--- config.mk ---
export PLATFORM = sky130hd
export DESIGN_NAME = mc_main_control
export DESIGN_NICKNAME = d
export VERILOG_FILES = /design/src/rtl/mips_pkg.sv /design/src/rtl/mc_main_control.sv
export SDC_FILE = /design/constraint.sdc
export NUM_CORES = 1
export LEC_CHECK = 0
export BUFFER_PORTS_ARGS = -buffer_cell sky130_fd_sc_hd__buf_2
export CORE_UTILIZATION = 40
export DETAILED_ROUTE_END_ITERATION = 6
export PLACE_DENSITY = 0.74
export SYNTH_ARGS = -nofsm -noshare
export SYNTH_HDL_FRONTEND = slang
export SYNTH_SLANG_ARGS = --single-unit
--- constraint.sdc ---
create_clock -name clk -period 2.4 [get_ports clk]
set_input_delay 0 -clock clk [delete_from_list [all_inputs] [get_ports clk]]
set_output_delay 0 -clock clk [all_outputs]
set_load 0.01 [all_outputs]
--- src/rtl/mips_pkg.sv ---
// Shared MIPS control encodings: opcodes, ALUOp, mux selects and the
// multicycle main-control state enum.
package mips_pkg;

    localparam logic [5:0] OP_RTYPE = 6'b000000;
    localparam logic [5:0] OP_LW    = 6'b100011;
    localparam logic [5:0] OP_SW    = 6'b101011;
    localparam logic [5:0] OP_BEQ   = 6'b000100;
    localparam logic [5:0] OP_J     = 6'b000010;
    localparam logic [5:0] OP_ADDI  = 6'b001000;

    // ALUOp is consumed by the ALU control decoder alongside funct.
    localparam logic [1:0] ALUOP_ADD   = 2'b00;
    localparam logic [1:0] ALUOP_SUB   = 2'b01;
    localparam logic [1:0] ALUOP_FUNCT = 2'b10;

    localparam logic [1:0] PCSRC_ALU    = 2'b00;
    localparam logic [1:0] PCSRC_ALUOUT = 2'b01;
    localparam logic [1:0] PCSRC_JUMP   = 2'b10;

    localparam logic [1:0] ALUSRCB_REG     = 2'b00;
    localparam logic [1:0] ALUSRCB_FOUR    = 2'b01;
    localparam logic [1:0] ALUSRCB_IMM     = 2'b10;
    localparam logic [1:0] ALUSRCB_IMM_SH2 = 2'b11;

    typedef enum logic [3:0] {
        S_IDLE, S_FETCH, S_DECODE, S_MEM_ADDR, S_MEM_READ, S_MEM_WB,
        S_MEM_WRITE, S_EXECUTE, S_R_WB, S_BRANCH, S_JUMP, S_ADDI_EXEC, S_ADDI_WB
    } state_t;

    function automatic logic is_legal_opcode(input logic [5:0] op);
        return (op == OP_RTYPE) || (op == OP_LW) || (op == OP_SW) ||
               (op == OP_BEQ) || (op == OP_J) || (op == OP_ADDI);
    endfunction

endpackage

--- src/rtl/mc_main_control.sv ---
// Multicycle MIPS main control FSM: sequences fetch/decode/execute/memory/
// writeback, drives datapath controls, flags illegal opcodes, counts retires.
module mc_main_control
    import mips_pkg::*;
#(
    parameter int CNT_W = 32
) (
    input  logic             clk,
    input  logic             rst_n,
    input  logic [5:0]       opcode,
    input  logic             mem_ready,
    output logic             PCWrite,
    output logic             PCWriteCond,
    output logic             IorD,
    output logic             MemRead,
    output logic             MemWrite,
    output logic             MemtoReg,
    output logic             IRWrite,
    output logic             ALUSrcA,
    output logic             RegWrite,
    output logic             RegDst,
    output logic [1:0]       PCSource,
    output logic [1:0]       ALUSrcB,
    output logic [1:0]       ALUOp,
    output logic             illegal_op,
    output logic [CNT_W-1:0] instr_count
);

    state_t state;
    state_t state_nxt;
    logic   retire;
    logic   decode_illegal;

    always_ff @(posedge clk or negedge rst_n) begin
        if (!rst_n) begin
            state       <= S_IDLE;
            illegal_op  <= 1'b0;
            instr_count <= '0;
        end else begin
            state      <= state_nxt;
            illegal_op <= decode_illegal;
            if (retire) begin
                instr_count <= instr_count + CNT_W'(1);
            end
        end
    end

    always_comb begin
        state_nxt = state;
        case (state)
            S_IDLE:      state_nxt = S_FETCH;
            S_FETCH:     if (mem_ready) state_nxt = S_DECODE;
            S_DECODE: begin
                case (opcode)
                    OP_LW, OP_SW: state_nxt = S_MEM_ADDR;
                    OP_RTYPE:     state_nxt = S_EXECUTE;
                    OP_BEQ:       state_nxt = S_BRANCH;
                    OP_J:         state_nxt = S_JUMP;
                    OP_ADDI:      state_nxt = S_ADDI_EXEC;
                    default:      state_nxt = S_FETCH;
                endcase
            end
            S_MEM_ADDR:  state_nxt = (opcode == OP_SW) ? S_MEM_WRITE : S_MEM_READ;
            S_MEM_READ:  if (mem_ready) state_nxt = S_MEM_WB;
            S_MEM_WB:    state_nxt = S_FETCH;
            S_MEM_WRITE: if (mem_ready) state_nxt = S_FETCH;
            S_EXECUTE:   state_nxt = S_R_WB;
            S_R_WB:      state_nxt = S_FETCH;
            S_BRANCH:    state_nxt = S_FETCH;
            S_JUMP:      state_nxt = S_FETCH;
            S_ADDI_EXEC: state_nxt = S_ADDI_WB;
            S_ADDI_WB:   state_nxt = S_FETCH;
            default:     state_nxt = S_IDLE;
        endcase
    end

    // Only completed instructions retire; the DECODE->FETCH illegal path never does.
    assign retire = (state_nxt == S_FETCH) &&
                    (state inside {S_MEM_WB, S_MEM_WRITE, S_R_WB, S_BRANCH, S_JUMP, S_ADDI_WB});
    assign decode_illegal = (state == S_DECODE) && !is_legal_opcode(opcode);

    always_comb begin
        PCWrite     = 1'b0;
        PCWriteCond = 1'b0;
        IorD        = 1'b0;
        MemRead     = 1'b0;
        MemWrite    = 1'b0;
        MemtoReg    = 1'b0;
        IRWrite     = 1'b0;
        ALUSrcA     = 1'b0;
        RegWrite    = 1'b0;
        RegDst      = 1'b0;
        PCSource    = PCSRC_ALU;
        ALUSrcB     = ALUSRCB_REG;
        ALUOp       = ALUOP_ADD;
        case (state)
            S_FETCH: begin
                MemRead = 1'b1;
                ALUSrcB = ALUSRCB_FOUR;
                IRWrite = mem_ready;
                PCWrite = mem_ready;
            end
            S_DECODE:    ALUSrcB = ALUSRCB_IMM_SH2;
            S_MEM_ADDR: begin
                ALUSrcA = 1'b1;
                ALUSrcB = ALUSRCB_IMM;
            end
            S_MEM_READ: begin
                MemRead = 1'b1;
                IorD    = 1'b1;
            end
            S_MEM_WB: begin
                MemtoReg = 1'b1;
                RegWrite = 1'b1;
            end
            S_MEM_WRITE: begin
                MemWrite = 1'b1;
                IorD     = 1'b1;
            end
            S_EXECUTE: begin
                ALUSrcA = 1'b1;
                ALUOp   = ALUOP_FUNCT;
            end
            S_R_WB: begin
                RegDst   = 1'b1;
                RegWrite = 1'b1;
            end
            S_BRANCH: begin
                ALUSrcA     = 1'b1;
                ALUOp       = ALUOP_SUB;
                PCWriteCond = 1'b1;
                PCSource    = PCSRC_ALUOUT;
            end
            S_JUMP: begin
                PCWrite  = 1'b1;
                PCSource = PCSRC_JUMP;
            end
            S_ADDI_EXEC: begin
                ALUSrcA = 1'b1;
                ALUSrcB = ALUSRCB_IMM;
            end
            S_ADDI_WB:   RegWrite = 1'b1;
            default: ;
        endcase
    end

endmodule
Word-level counts from Yosys, hierarchy flattened
Cells that the tools add are included.
{ "word_totals": {"out_inout_bits": 49, "regBits": 37} }
{ "classes": {"reduce_logical": 18, "n_addsub": 1, "n_eq_ne": 18, "mux": 19} }
{ "op_table": {"columns": ["cell", "count"], "rows": [
  ["32-bit by 1-bit adder with 32-bit output, second input constant", 1],
  ["4-bit case mux with 8 select lines", 1],
  ["4-bit equality test, second input constant", 5],
  ["4-bit case mux with 5 select lines", 1],
  ["4-bit by 3-bit equality test with 1-bit output, second input constant", 4],
  ["6-bit equality test, second input constant", 2],
  ["4-bit two-way mux", 3],
  ["1-bit two-way mux", 9],
  ["4-bit by 1-bit equality test with 1-bit output, second input constant", 2],
  ["4-bit by 2-bit equality test with 1-bit output, second input constant", 2],
  ["2-bit case mux with 2 select lines", 2],
  ["2-bit OR reduction", 4],
  ["6-bit by 2-bit equality test with 1-bit output, second input constant", 1],
  ["6-bit by 3-bit equality test with 1-bit output, second input constant", 1],
  ["6-bit by 4-bit equality test with 1-bit output, second input constant", 1],
  ["6-bit logical NOT", 1],
  ["2-bit case mux with 3 select lines", 1],
  ["6-bit nonzero test", 1],
  ["6-bit OR reduction", 1],
  ["1-bit logical OR", 5],
  ["4-bit logical NOT", 1],
  ["4-bit OR reduction", 1],
  ["3-bit OR reduction", 1],
  ["1-bit logical AND", 2],
  ["3 further kinds", 3]
]} }

Logic depth before layout (Yosys ltp)
Gate-level depths: netlist (run 1).
{ "depth": {"depth_word": 8, "ltp_mapped": 8, "ltp_nobuf": 5} }

Worst setup path before layout (run 1)
OpenSTA, ideal clock, no wires.
{ "synth_timing": {"kind": "register to register", "from": "reg state[2]", "to": "reg instr_count[17]", "path_stages_with_launch": 8, "period_less_slack_ns": 1.924, "arrival_time_ns": 1.844, "path_buffers": 2, "t_required_ns": 2.320, "setup_slack_ns": 0.476, "cell_sequence": "dfrtp_1 > or3_1 > or4_4 > and4_1 > buf_6 > buf_8 > nand4_1 > xnor2_1"} }
{ "synth_between": {"elab_chain_cells": 5, "elab_cells_between_ends": 21, "classes_between": "13 x eq/ne; 4 x mux; 4 x reduce/logical"} }
{ "synth_lines": {"columns": ["item", "line_no", "text"], "rows": [
  ["start: declaration", "mc_main_control.sv:29", "state_t state;"],
  ["start signal: assignment", "mc_main_control.sv:40", "state <= state_nxt;"],
  ["4-bit by 3-bit equality test with 1-bit output (tied with other cells)", "mc_main_control.sv:50, mc_main_control.sv:79", null],
  ["6-bit OR reduction (no source line)", null, null],
  ["4-bit case mux with 8 select lines", "mc_main_control.sv:50", "case (state)"],
  ["4-bit by 1-bit equality test with 1-bit output", "mc_main_control.sv:78", "assign retire = (state_nxt == S_FETCH) &&"],
  ["1-bit logical AND *", "mc_main_control.sv:78", null],
  ["end signal: assignment", "mc_main_control.sv:43", "instr_count <= instr_count + CNT_W'(1);"],
  ["end: declaration", "mc_main_control.sv:26", "output logic [CNT_W-1:0] instr_count"]
]} }
Mark *: on every way between the ends. The rest lies on a longest branch, timed or not.
A chain may end at the register's enable or synchronous reset.

Final worst setup path (run 1)
{ "layout_timing": {"from": "reg state[1]", "to": "reg instr_count[1]"} }
The elaborated chain is that of the path after synthesis.

==> results.md, run 1 <==
* Status: complete, no violations
* Initial Util at 42.4%
* GPL Wtd Cong at 0.749
* Fillers at between 400 and 500
* Largest net degree at the start of global routing at 38
* Vias in the first global route at 1464
* CTS max path bufs at 2
* Post-DRT Antenna Nets at 0
* Min-delay worst type: in -> reg
* CP bufs+invs at 2
* Ports at 58
* Cells after synthesis at roughly 200
* CORE AREA at between 4000 and 5000 um^2
* Post-synth EDFFs at 0
* Final period util at 81.1%
* First-pass GRT wire length at between 6 and 7 mm
* CTS tree: built
* Worst clock skew at 11.3 ps
* Post-synth top area share at between 40% and 50%
* Hold Vio Cnt, Final at 0
* DR vias/cell at 5.26
* #FFs+latches synth at 37
* CP max stage delay at roughly 600 ps
* DR iter-0 viols at 103
* Synth area leaders: dfrtp_1 (45%), xnor2_1 (14%), and3_1 (4.6%)
* Final setup fails at 0
* Synth Flop Type: dfrtp_1
* Leakage at 1.22 nW
* Die footprint at roughly 5400 um^2
* Final WL at 4.16 mm
* CP Capture Type: register
* Drt drc at 0
* Post-CTS Setup Bufs at 0
* Quantity of gates resized following cts at 0
* Cell taking the most area after synthesis: dfrtp_1
* Uppermost layer routed: met4
* Total power at between 2 and 2.5 mW
* Post-layout min period at 1950 ps
* Layout cell share with drive strength beyond 1 at between 20% and 30%
* Final #Nets at about 270
* Number of placement rows at 25
* Slowest cell on the critical path: or4_4
* Post-CTS Hold Buffers at 1
* Hold Slack at ~86 ps
* Clock sinks at 37
* Yosys cell types at 41
* Crit Path Class: reg -> reg
* Crit-path max FO at 14
* F_max at 514 MHz
* CP required at between 2000 and 3000 ps
* Number of I/O port buffers at 57
* Clock transition at path regs at 70 ps
* Mapped Nets at 214
* Die Height at 73.5 um
* Layout Utilization at 51.9%
* WL met3 at 257 um
* Grt total ovfl at 0
* Die Wd at roughly 73 um
* Vias at 1729
* Number of diodes at 0
* Most common cell in the synthesized netlist: dfrtp_1
* Tightest Pin Transition at 799 ps
* Asr flop ratio synth at 100%
* RSZ-0062 raised after global routing: false
* Syn avg cell area at 10.0 um^2
* Sequential-to-total area share from yosys stat at 45.3%
* Dpl ws at 435 ps
* Commonest cells post-synth: dfrtp_1 (37), xnor2_1 (33), and3_1 (15), nand3_1 (15), nand4_1 (15)
* Max H-tree Level at 2
* Total Routing Usage GR at 16.2%
* Final worst setup slack at around 450 ps
* Fin. max-slew vios at 0
* CP Cell Sequence: clkinv_1, or4_4, and4_1, buf_4, mux2_2
* Worst VDD drop at 509 uV
* Layout Area Growth over Synthesis at 22.5%
* Synthesized cell area at 2040 um^2
* Post-DP HPWL at 2.90 mm
* Avg WL per Cell at about 13 um
* Max_cap viols at 0
* M1 wire length at ~2.1 mm
* CTS buffer count at 5
* Power density cells at between 800 and 900 nW/um^2
* CP top delay family: simple AND/OR/NAND/NOR gates
* Final setup TNS at 0 ps
* Ys Warns at 0
* Slew margin rel. at 46.7%
* 1st-pass router iterations at 4
* Startpoint Class: register
* Met2 routed WL at 1.79 mm
* Root Buffer: clkbuf_8
* Worst-skew pair later-pin latency at 290 ps
* Antenna violations before repair at 0
* CP arrival at ~2100 ps
-- routing by layer --
layer / GRT usage (%) / vias up
met4: 4.49 / 0
li1: - / 847
met2: 24.5 / 72
met1: 23.0 / 804
met5: 0 / -
met3: 3.98 / 6
-- logic make-up (layout without fill, tap and decap cells) --
logic type | Yosys count | after routing | share of synthesized area, %
and+or+nand+nor | 92 | 92 | 26.1
DFF | 37 | 37 | 45.3
buffers and inverters | 18 | 76 | 5.58
adders and majority gates | 1 | 1 | 0.613
AOI/OAI and AO/OA | 20 | 20 | 6.80
muxes | 1 | 1 | 0.551
xor gates and xnor gates | 35 | 35 | 15.0
-- per-stage QoR --
step,instances,cell area (um^2)
6_report,329,2500
5_1_grt,329,2500
4_1_cts,329,2500
3_5_place_dp,320,2360
3_3_place_gp,320,2360
2_1_floorplan,204,2040
-- registers in the layout, summed over array words and instances (netlist names) --
register	cells
illegal_op	1
state	4
instr_count	32
-- where the power goes --
group	leakage, nW	internal [mW]	total [mW]	switching [mW]
combinational	0.649	0.324	0.787	0.463
clock	0.0681	0.413	0.630	0.217
sequential	0.505	0.690	0.755	0.0644
-- worst register-to-register path, delay by kind of cell, from the launching register on --
| kind | cells | cell delay (ps) |
|---|---|---|
| simple gates | 2 | 810 |
| buf+inv | 2 | 410 |
| flops | 1 | 350 |
| mux | 1 | 270 |
-- area by class of cell --
type,count,area (um^2),area share (%)
clock inverters,3,65.1,2.60
flip-flops and latches,37,926,37.0
inverters,4,15.0,0.600
well taps,67,83.8,3.35
clock buffers,5,68.8,2.75
multi-input cells,149,1000,40.1
repair buffers,64,340,13.6
-- layout by cell type, fill, tap and decap left out, types with 3 or more instances in the layout --
master    instances
xnor2_1          33
o21ai_0           5
nand2_1          10
dfrtp_1          37
inv_1             3
nor2_1           12
nand2b_1          3
buf_4             6
and3_1           15
clkbuf_8          5
and4_1            5
nand3_1          15
nand4_1          15
a21oi_1           4
nor3_1            4
buf_2            57
-- path summary, 6_finish.rpt --
path,startpoint,end,slack (ps),depth (start not counted)
min reg2reg,instr_count[31],instr_count[31],470,1
min,opcode[4],state[1],90,4
max in group asynchronous,rst_n,state[2],1560,2
max reg2reg,state[1],instr_count[1],450,5
min in group asynchronous,rst_n,instr_count[4],340,2
max,state[1],instr_count[1],450,5
No activity file was read; power rests on OpenSTA's default activity.
==> inputs of run 2 (changes only) <==
- ABC_AREA: unset -> 1
- PLACE_DENSITY: 0.74 -> 0.72
- clock period: 2.4 -> 2 ns (I/O delays scaled with it)
==> results.md, run 2 <==
* CTS max path bufs at 2 (unchanged)
* Failing checks: design-rule violations
* Final #Nets at 512 (was 271)
* Ports at 58 (unchanged)
* Layout Area Growth over Synthesis at 21.8% (was 22.5%)
* Cell repeated most along the worst path: nand2_1
* Die footprint at 7130 um^2 (was 5390 um^2)
* Post-synth EDFFs at 0 (unchanged)
* CP arrival at 2060 ps (was 2120 ps)
* Most common cell in the synthesized netlist: nand2_1 (was dfrtp_1)
* Slew margin rel. at 44.5% (was 46.7%)
* Slowest cell on the critical path: dfrtp_1 (was or4_4)
* Final period util at 93.3% (was 81.1%)
* CP required at 2190 ps (was 2580 ps)
* CORE AREA at 6460 um^2 (was 4820 um^2)
* Hold Slack at 173 ps (was 86.1 ps)
* CP Capture Type: register (unchanged)
* Power density cells at 987 nW/um^2 (was 868 nW/um^2)
* Layout cell share with drive strength beyond 1 at 20.3% (was 29.4%)
* CTS tree: built (unchanged)
* DP Cell Count at 566 (was 320)
* Total Routing Usage GR at 21.5% (was 16.2%)
* Commonest cells post-synth: nand2_1 (169), nor2_1 (62), nand3_1 (60) (was dfrtp_1 (37), xnor2_1 (33), and3_1 (15), nand3_1 (15), nand4_1 (15))
* Final WL at 7.53 mm (was 4.16 mm)
* Cell Count, Final, Fillers Out at 580 (was 329)
* Max_cap viols at 0 (unchanged)
* Post-layout min period at 1870 ps (was 1950 ps)
* Avg WL per Cell at 13.0 um (was 12.6 um)
* Top flop regs: instr_count x32, state x4, illegal_op x1 (unchanged)
* Fillers at 666 (was 459)
* Vias in the first global route at 2759 (was 1464)
* Register area at 926 um^2 (unchanged)
* Ys Warns at 0 (unchanged)
* Placed Area at 3120 um^2 (was 2360 um^2)
* CP bufs+invs at 2 (unchanged)
* Clock sinks at 37 (unchanged)
* Most frequent cells in the layout: nand2_1 (168), nor2_1 (61), nand3_1 (60), buf_2 (57), dfrtp_1 (37) (was buf_2 (57), dfrtp_1 (37), xnor2_1 (33))
* CTS buffer count at 5 (unchanged)
* Worst clock skew at 7.37 ps (was 11.3 ps)
* Number of flip-flops in the largest register at 32 (unchanged)
* Post-DP HPWL at 5.52 mm (was 2.90 mm)
* Final setup fails at 0 (unchanged)
* Grt total ovfl at 0 (unchanged)
* F_max at 536 MHz (was 514 MHz)
* 1st-pass router iterations at 6 (was 4)
* Cell taking the most area after synthesis: dfrtp_1 (unchanged)
* Number of diodes at 0 (unchanged)
* Sequential-to-total area share from yosys stat at 34.0% (was 45.3%)
* Drt drc at 10 (was 0)
* Cells after synthesis at 433 (was 204)
* CP top delay family: simple AND/OR/NAND/NOR gates (unchanged)
* Die Wd at 84.5 um (was 73.5 um)
* Crit-path max FO at 13 (was 14)
* DR vias/cell at 5.12 (was 5.26)
* Number of placement rows at 29 (was 25)
* Status: finished, violations left (was complete, no violations)
* Hold Vio Cnt, Final at 0 (unchanged)
* CP max stage delay at 440 ps (was 600 ps)
* Final setup TNS at 0 ps (unchanged)
* Crit Path Class: reg -> reg (unchanged)
* Dpl ws at 84.2 ps (was 435 ps)
* Register name with the most flops: instr_count (unchanged)
* Final Cell Area at 3310 um^2 (was 2500 um^2)
* Synth Flop Type: dfrtp_1 (unchanged)
* Synth area leaders: dfrtp_1 (34%), nand2_1 (23%), nand3_1 (11%) (was dfrtp_1 (45%), xnor2_1 (14%), and3_1 (4.6%))
* Antenna violations before repair at 0 (unchanged)
* R2R Setup Slk at 130 ps (was 450 ps)
* Post-synth top area share at 34.0% (was 45.3%)
* Worst VDD drop at 644 uV (was 509 uV)
* First-pass GRT wire length at 12.5 mm (was 6.82 mm)
* Tightest Pin Transition at 832 ps (was 799 ps)
* Largest net degree at the start of global routing at 38 (unchanged)
* DR iter-0 viols at 222 (was 103)
* Post-DRT Antenna Nets at 0 (unchanged)
* Root Buffer: clkbuf_8 (unchanged)
* Initial Util at 42.1% (was 42.4%)
* Startpoint Class: register (unchanged)
* Clock transition at path regs at 80 ps (was 70 ps)
* Worst-skew pair later-pin latency at 290 ps (about the same)
* CP Cell Sequence: inv_2, nand2_1, inv_2, nand2_1, nand2_1, nor2_1, nand2_1, nor2_1, nor2_4, nand3_4, nand2_1, nand2_1 (was clkinv_1, or4_4, and4_1, buf_4, mux2_2)
* Yosys cell types at 24 (was 41)
* Asr flop ratio synth at 100% (unchanged)
* Min-delay worst type: in -> reg (unchanged)
* Area of the multi-input gates at 1620 um^2 (was 1000 um^2)
* #FFs+latches synth at 37 (unchanged)
* Die Height at 84.5 um (was 73.5 um)
* Max H-tree Level at 2 (unchanged)
* Most common cell after layout, fill and taps aside: nand2_1 (was buf_2)
* Final worst setup slack at 134 ps (was 454 ps)
* Synthesized cell area at 2720 um^2 (was 2040 um^2)
* RSZ-0062 raised after global routing: false (unchanged)
* Fin. max-slew vios at 0 (unchanged)
* GPL Wtd Cong at 0.912 (was 0.749)
* Syn avg cell area at 6.28 um^2 (was 10.0 um^2)
* Leakage at 1.83 nW (was 1.22 nW)
* Vias at 2971 (was 1729)
* Number of I/O port buffers at 57 (unchanged)
* Mapped Nets at 443 (was 214)
## run 2: cells by family after synthesis
family | synth area share (%)
AOI/OAI and AO/OA | 0.644
adders and majority gates | 0.460
DFF | 34.0
and+or+nand+nor | 51.3
buffers and inverters | 8.37
xor gates and xnor gates | 5.15
## run 2: what timing repair did
action | 4_1_cts | 5_1_grt
buffers inserted | 0 | 3
resized for setup | 0 | 6
hold buffers | 1 | 0
endpoints found under the setup margin | 0 | 30
endpoints found under the hold margin | 37 | 0
## run 2: worst paths after layout
| check | start | depth (start not counted) | to |
|---|---|---|---|
| worst min register to register | instr_count[31] | 2 | instr_count[31] |
| min in group asynchronous | rst_n | 2 | instr_count[1] |
| max in group asynchronous | rst_n | 2 | instr_count[31] |
| worst min-delay path | mem_ready | 5 | state[0] |
| worst max register to register | state[0] | 12 | instr_count[15] |
| worst max-delay path | state[0] | 12 | instr_count[15] |
## run 2: worst register-to-register path, cell delays in order, from the launching register on
cell	delay, ps
dfrtp_1	440
inv_2	90
nand2_1	80
inv_2	90
nand2_1	100
nand2_1	120
nor2_1	70
nand2_1	50
nor2_1	60
nor2_4	260
nand3_4	240
nand2_1	120
nand2_1	50
## run 2: stage by stage
step                total power [mW]  utilization (%)
finish                          3.27             51.3
global route                    3.49             51.3
CTS                             3.02             50.0
detailed placement              2.43             48.2
global placement                2.42             48.2
floorplan                       1.98                -
## run 2: layer usage
metal  track usage, %  share of wire [%]
met2             37.3                 48
met3             3.44                5.2
met1             27.6                 45
met4             6.93                1.5
met5                0                  0
## run 2: layout make-up
type	count	share of cell area, %
clock buffers	7	2.91
flip-flops and latches	37	28.0
repair buffers	71	12.6
clock inverters	1	0.151
well taps	77	2.91
multi-input cells	346	48.8
inverters	41	4.65
## run 2: power by group
group | total, mW | internal [mW] | switching (mW) | leakage, nW
sequential | 0.907 | 0.817 | 0.0907 | 0.510
clock | 0.586 | 0.312 | 0.274 | 0.0542
combinational | 1.77 | 0.607 | 1.17 | 1.26
total | 3.27 | 1.74 | 1.53 | 1.83
==> inputs of run 3 (changes only) <==
- ABC_AREA: 1 -> unset
- PLACE_DENSITY: 0.72 -> 0.74
==> results.md, run 3 (same netlist as run 1, synthesis figures left out) <==
* Status: complete, no violations (was finished, violations left)
* Post-DRT Antenna Nets at 0 (unchanged)
* Die Height at 73.5 um (was 84.5 um)
* CORE AREA at 4820 um^2 (was 6460 um^2)
* Total Routing Usage GR at 17.0% (was 21.5%)
* Number of flip-flops in the largest register at 32 (unchanged)
* Max_cap viols at 0 (unchanged)
* Most frequent cells in the layout: buf_2 (57), dfrtp_1 (37), xnor2_1 (33) (was nand2_1 (168), nor2_1 (61), nand3_1 (60), buf_2 (57), dfrtp_1 (37))
* Worst-skew pair later-pin latency at 290 ps (about the same)
* R2R Path End: instr_count[11] (was instr_count[15])
* Switching Fraction at 38.0% (was 46.9%)
* CP Cell Sequence: or3_1, or4_4, and4_1, buf_4, nand4_1, xnor2_1 (was inv_2, nand2_1, inv_2, nand2_1, nand2_1, nor2_1, nand2_1, nor2_1, nor2_4, nand3_4, nand2_1, nand2_1)
* Largest net degree at the start of global routing at 38 (unchanged)
* Clock transition at path regs at 80 ps (about the same)
* Net Switching at 905 uW (was 1.53 mW)
* Power density cells at 960 nW/um^2 (was 987 nW/um^2)
* CP required at 2220 ps (was 2190 ps)
* Fin. max-slew vios at 0 (unchanged)
* Final WL at 4.28 mm (was 7.53 mm)
* Hold Slack at 79.9 ps (was 173 ps)
* GPL Wtd Cong at 0.887 (was 0.912)
* Number of placement rows at 25 (was 29)
* Slowest cell on the critical path: or4_4 (was dfrtp_1)
* Logic pwr share at 39.7% (was 54.3%)
* CP arrival at 2130 ps (was 2060 ps)
* CP top delay family: simple AND/OR/NAND/NOR gates (unchanged)
* Drt drc at 0 (was 10)
* CP Capture Type: register (unchanged)
* CP bufs+invs at 1 (was 2)
* Root Buffer: clkbuf_8 (unchanged)
* Cell Count, Final, Fillers Out at 332 (was 580)
* Startpoint Class: register (unchanged)
* Cell depth of the worst setup path at 6 (was 12)
* Vias in the first global route at 1575 (was 2759)
* Clock power share at 21.6% (was 17.9%)
* Sequential power share at 38.7% (was 27.8%)
* CTS buffer count at 5 (unchanged)
* First-pass GRT wire length at 7.07 mm (was 12.5 mm)
* RSZ-0062 raised after global routing: false (unchanged)
* CTS max path bufs at 2 (unchanged)
* Worst reg-to-reg path cell count at 6 (was 12)
* Die Wd at 73.5 um (was 84.5 um)
* Worst clock skew at 9.55 ps (was 7.37 ps)
* Hold path endpoint: state[1] (was state[0])
* Max H-tree Level at 2 (unchanged)
* DR iter-0 viols at 164 (was 222)
* Clock sinks at 37 (unchanged)
* Antenna violations before repair at 0 (unchanged)
* Worst VDD drop at 596 uV (was 644 uV)
* Leakage at 1.21 nW (was 1.83 nW)
* Placed Area at 2380 um^2 (was 3120 um^2)
* Avg WL per Cell at 12.9 um (was 13.0 um)
* CP max stage delay at 420 ps (was 440 ps)
* CP startpoint: state[2] (was state[0])
* Initial Util at 42.4% (was 42.1%)
* Tightest Pin Transition at 810 ps (was 832 ps)
* Hold Path Stages at 4 (was 5)
* Int Power at 1.48 mW (was 1.74 mW)
* Min-delay worst type: in -> reg (unchanged)
* Crit-path max FO at 14 (was 13)
* Final period util at 95.9% (was 93.3%)
* Register name with the most flops: instr_count (unchanged)
* Vias at 1723 (was 2971)
* Most common cell after layout, fill and taps aside: buf_2 (was nand2_1)
* R2R Setup Slk at 80 ps (was 130 ps)
* DR vias/cell at 5.19 (was 5.12)
* Post-DP HPWL at 3.09 mm (was 5.52 mm)
* Post-layout min period at 1920 ps (was 1870 ps)
* Slew margin rel. at 46.0% (was 44.5%)
* Layout cell share with drive strength beyond 1 at 30.2% (was 20.3%)
* Ports at 58 (unchanged)
* Crit Path Class: reg -> reg (unchanged)
* Final Cell Area at 2480 um^2 (was 3310 um^2)
* Hold Vio Cnt, Final at 0 (unchanged)
* DP Cell Count at 323 (was 566)
* Final setup fails at 0 (unchanged)
* Reg2reg start: state[2] (was state[0])
* Top flop regs: instr_count x32, state x4, illegal_op x1 (unchanged)
* Final setup TNS at 0 ps (unchanged)
* 1st-pass router iterations at 4 (was 6)
* Hold path startpoint: opcode[4] (was mem_ready)
* Number of I/O port buffers at 57 (unchanged)
* Total power at 2.38 mW (was 3.27 mW)
* Layout Area Growth over Synthesis at 21.4% (was 21.8%)
* Grt total ovfl at 0 (unchanged)
* CTS tree: built (unchanged)
* Final #Nets at 274 (was 512)
* Number of diodes at 0 (unchanged)
* F_max at 521 MHz (was 536 MHz)
* Die footprint at 5390 um^2 (was 7130 um^2)
## run 3: cell types whose count changed in the layout (fill, tap and decap cells not counted), sizes merged, moves of 5 or more
cell,previous run,this run
nor2,70,12
inv,40,3
nand4,7,16
nand2,171,10
xnor2,5,33
nand3b,8,0
and4,0,5
and3,0,15
xor2,11,2
nand3,63,16
## run 3: layout make-up
class	count	area, um^2
Inverter	4	15.0
Sequential cell	37	926
Multi-Input combinational cell	149	1000
Clock inverter	3	17.5
Clock buffer	5	68.8
Timing Repair Buffer	67	367
Tap cell	67	83.8
Fill cell	459	2340
## run 3: what timing repair did
item | 4_1_cts | 5_1_grt
setup buffers | 0 | 0
endpoints found under the hold margin | 37 | 0
resized for setup | 0 | 1
setup endpoints to repair | 0 | 1
hold buffers | 1 | 0
## run 3: worst max path at each step
stage,end,slack (ps)
4_1_cts,instr_count[23],70
5_1_grt,instr_count[11],0.4
3_5_place_dp,instr_count[17],70
6_report,instr_count[11],80
3_3_place_gp,instr_count[26],100
2_1_floorplan,instr_count[17],80
## run 3: worst register-to-register path: stages (launching register included)
cell and delay, ps:
dfrtp_1 380, or3_1 360, or4_4 420, and4_1 240, buf_4 200, nand4_1 130, xnor2_1 120
## run 3: stage by stage
step	worst slack, ps	util, %
6_report	81.4	51.5
3_3_place_gp	98.4	49.4
2_1_floorplan	75.7	-
3_5_place_dp	74.8	49.4
4_1_cts	65.9	51.4
5_1_grt	0.424	51.5
## run 3: routing by layer
layer | wire [um] | global-route usage [%]
met5 | 0 | 0
met3 | 253 | 4.80
met1 | 1990 | 22.2
met2 | 2000 | 27.1
met4 | 31 | 5.56
## run 3: power by group through the flow
stage	logic, mW	registers (mW)	clock network [mW]
finish	0.945	0.921	0.515
global route	1.05	0.934	0.550
CTS	0.948	0.923	0.520
detailed placement	0.940	0.937	0
global placement	0.928	0.936	0
floorplan	0.674	0.939	0
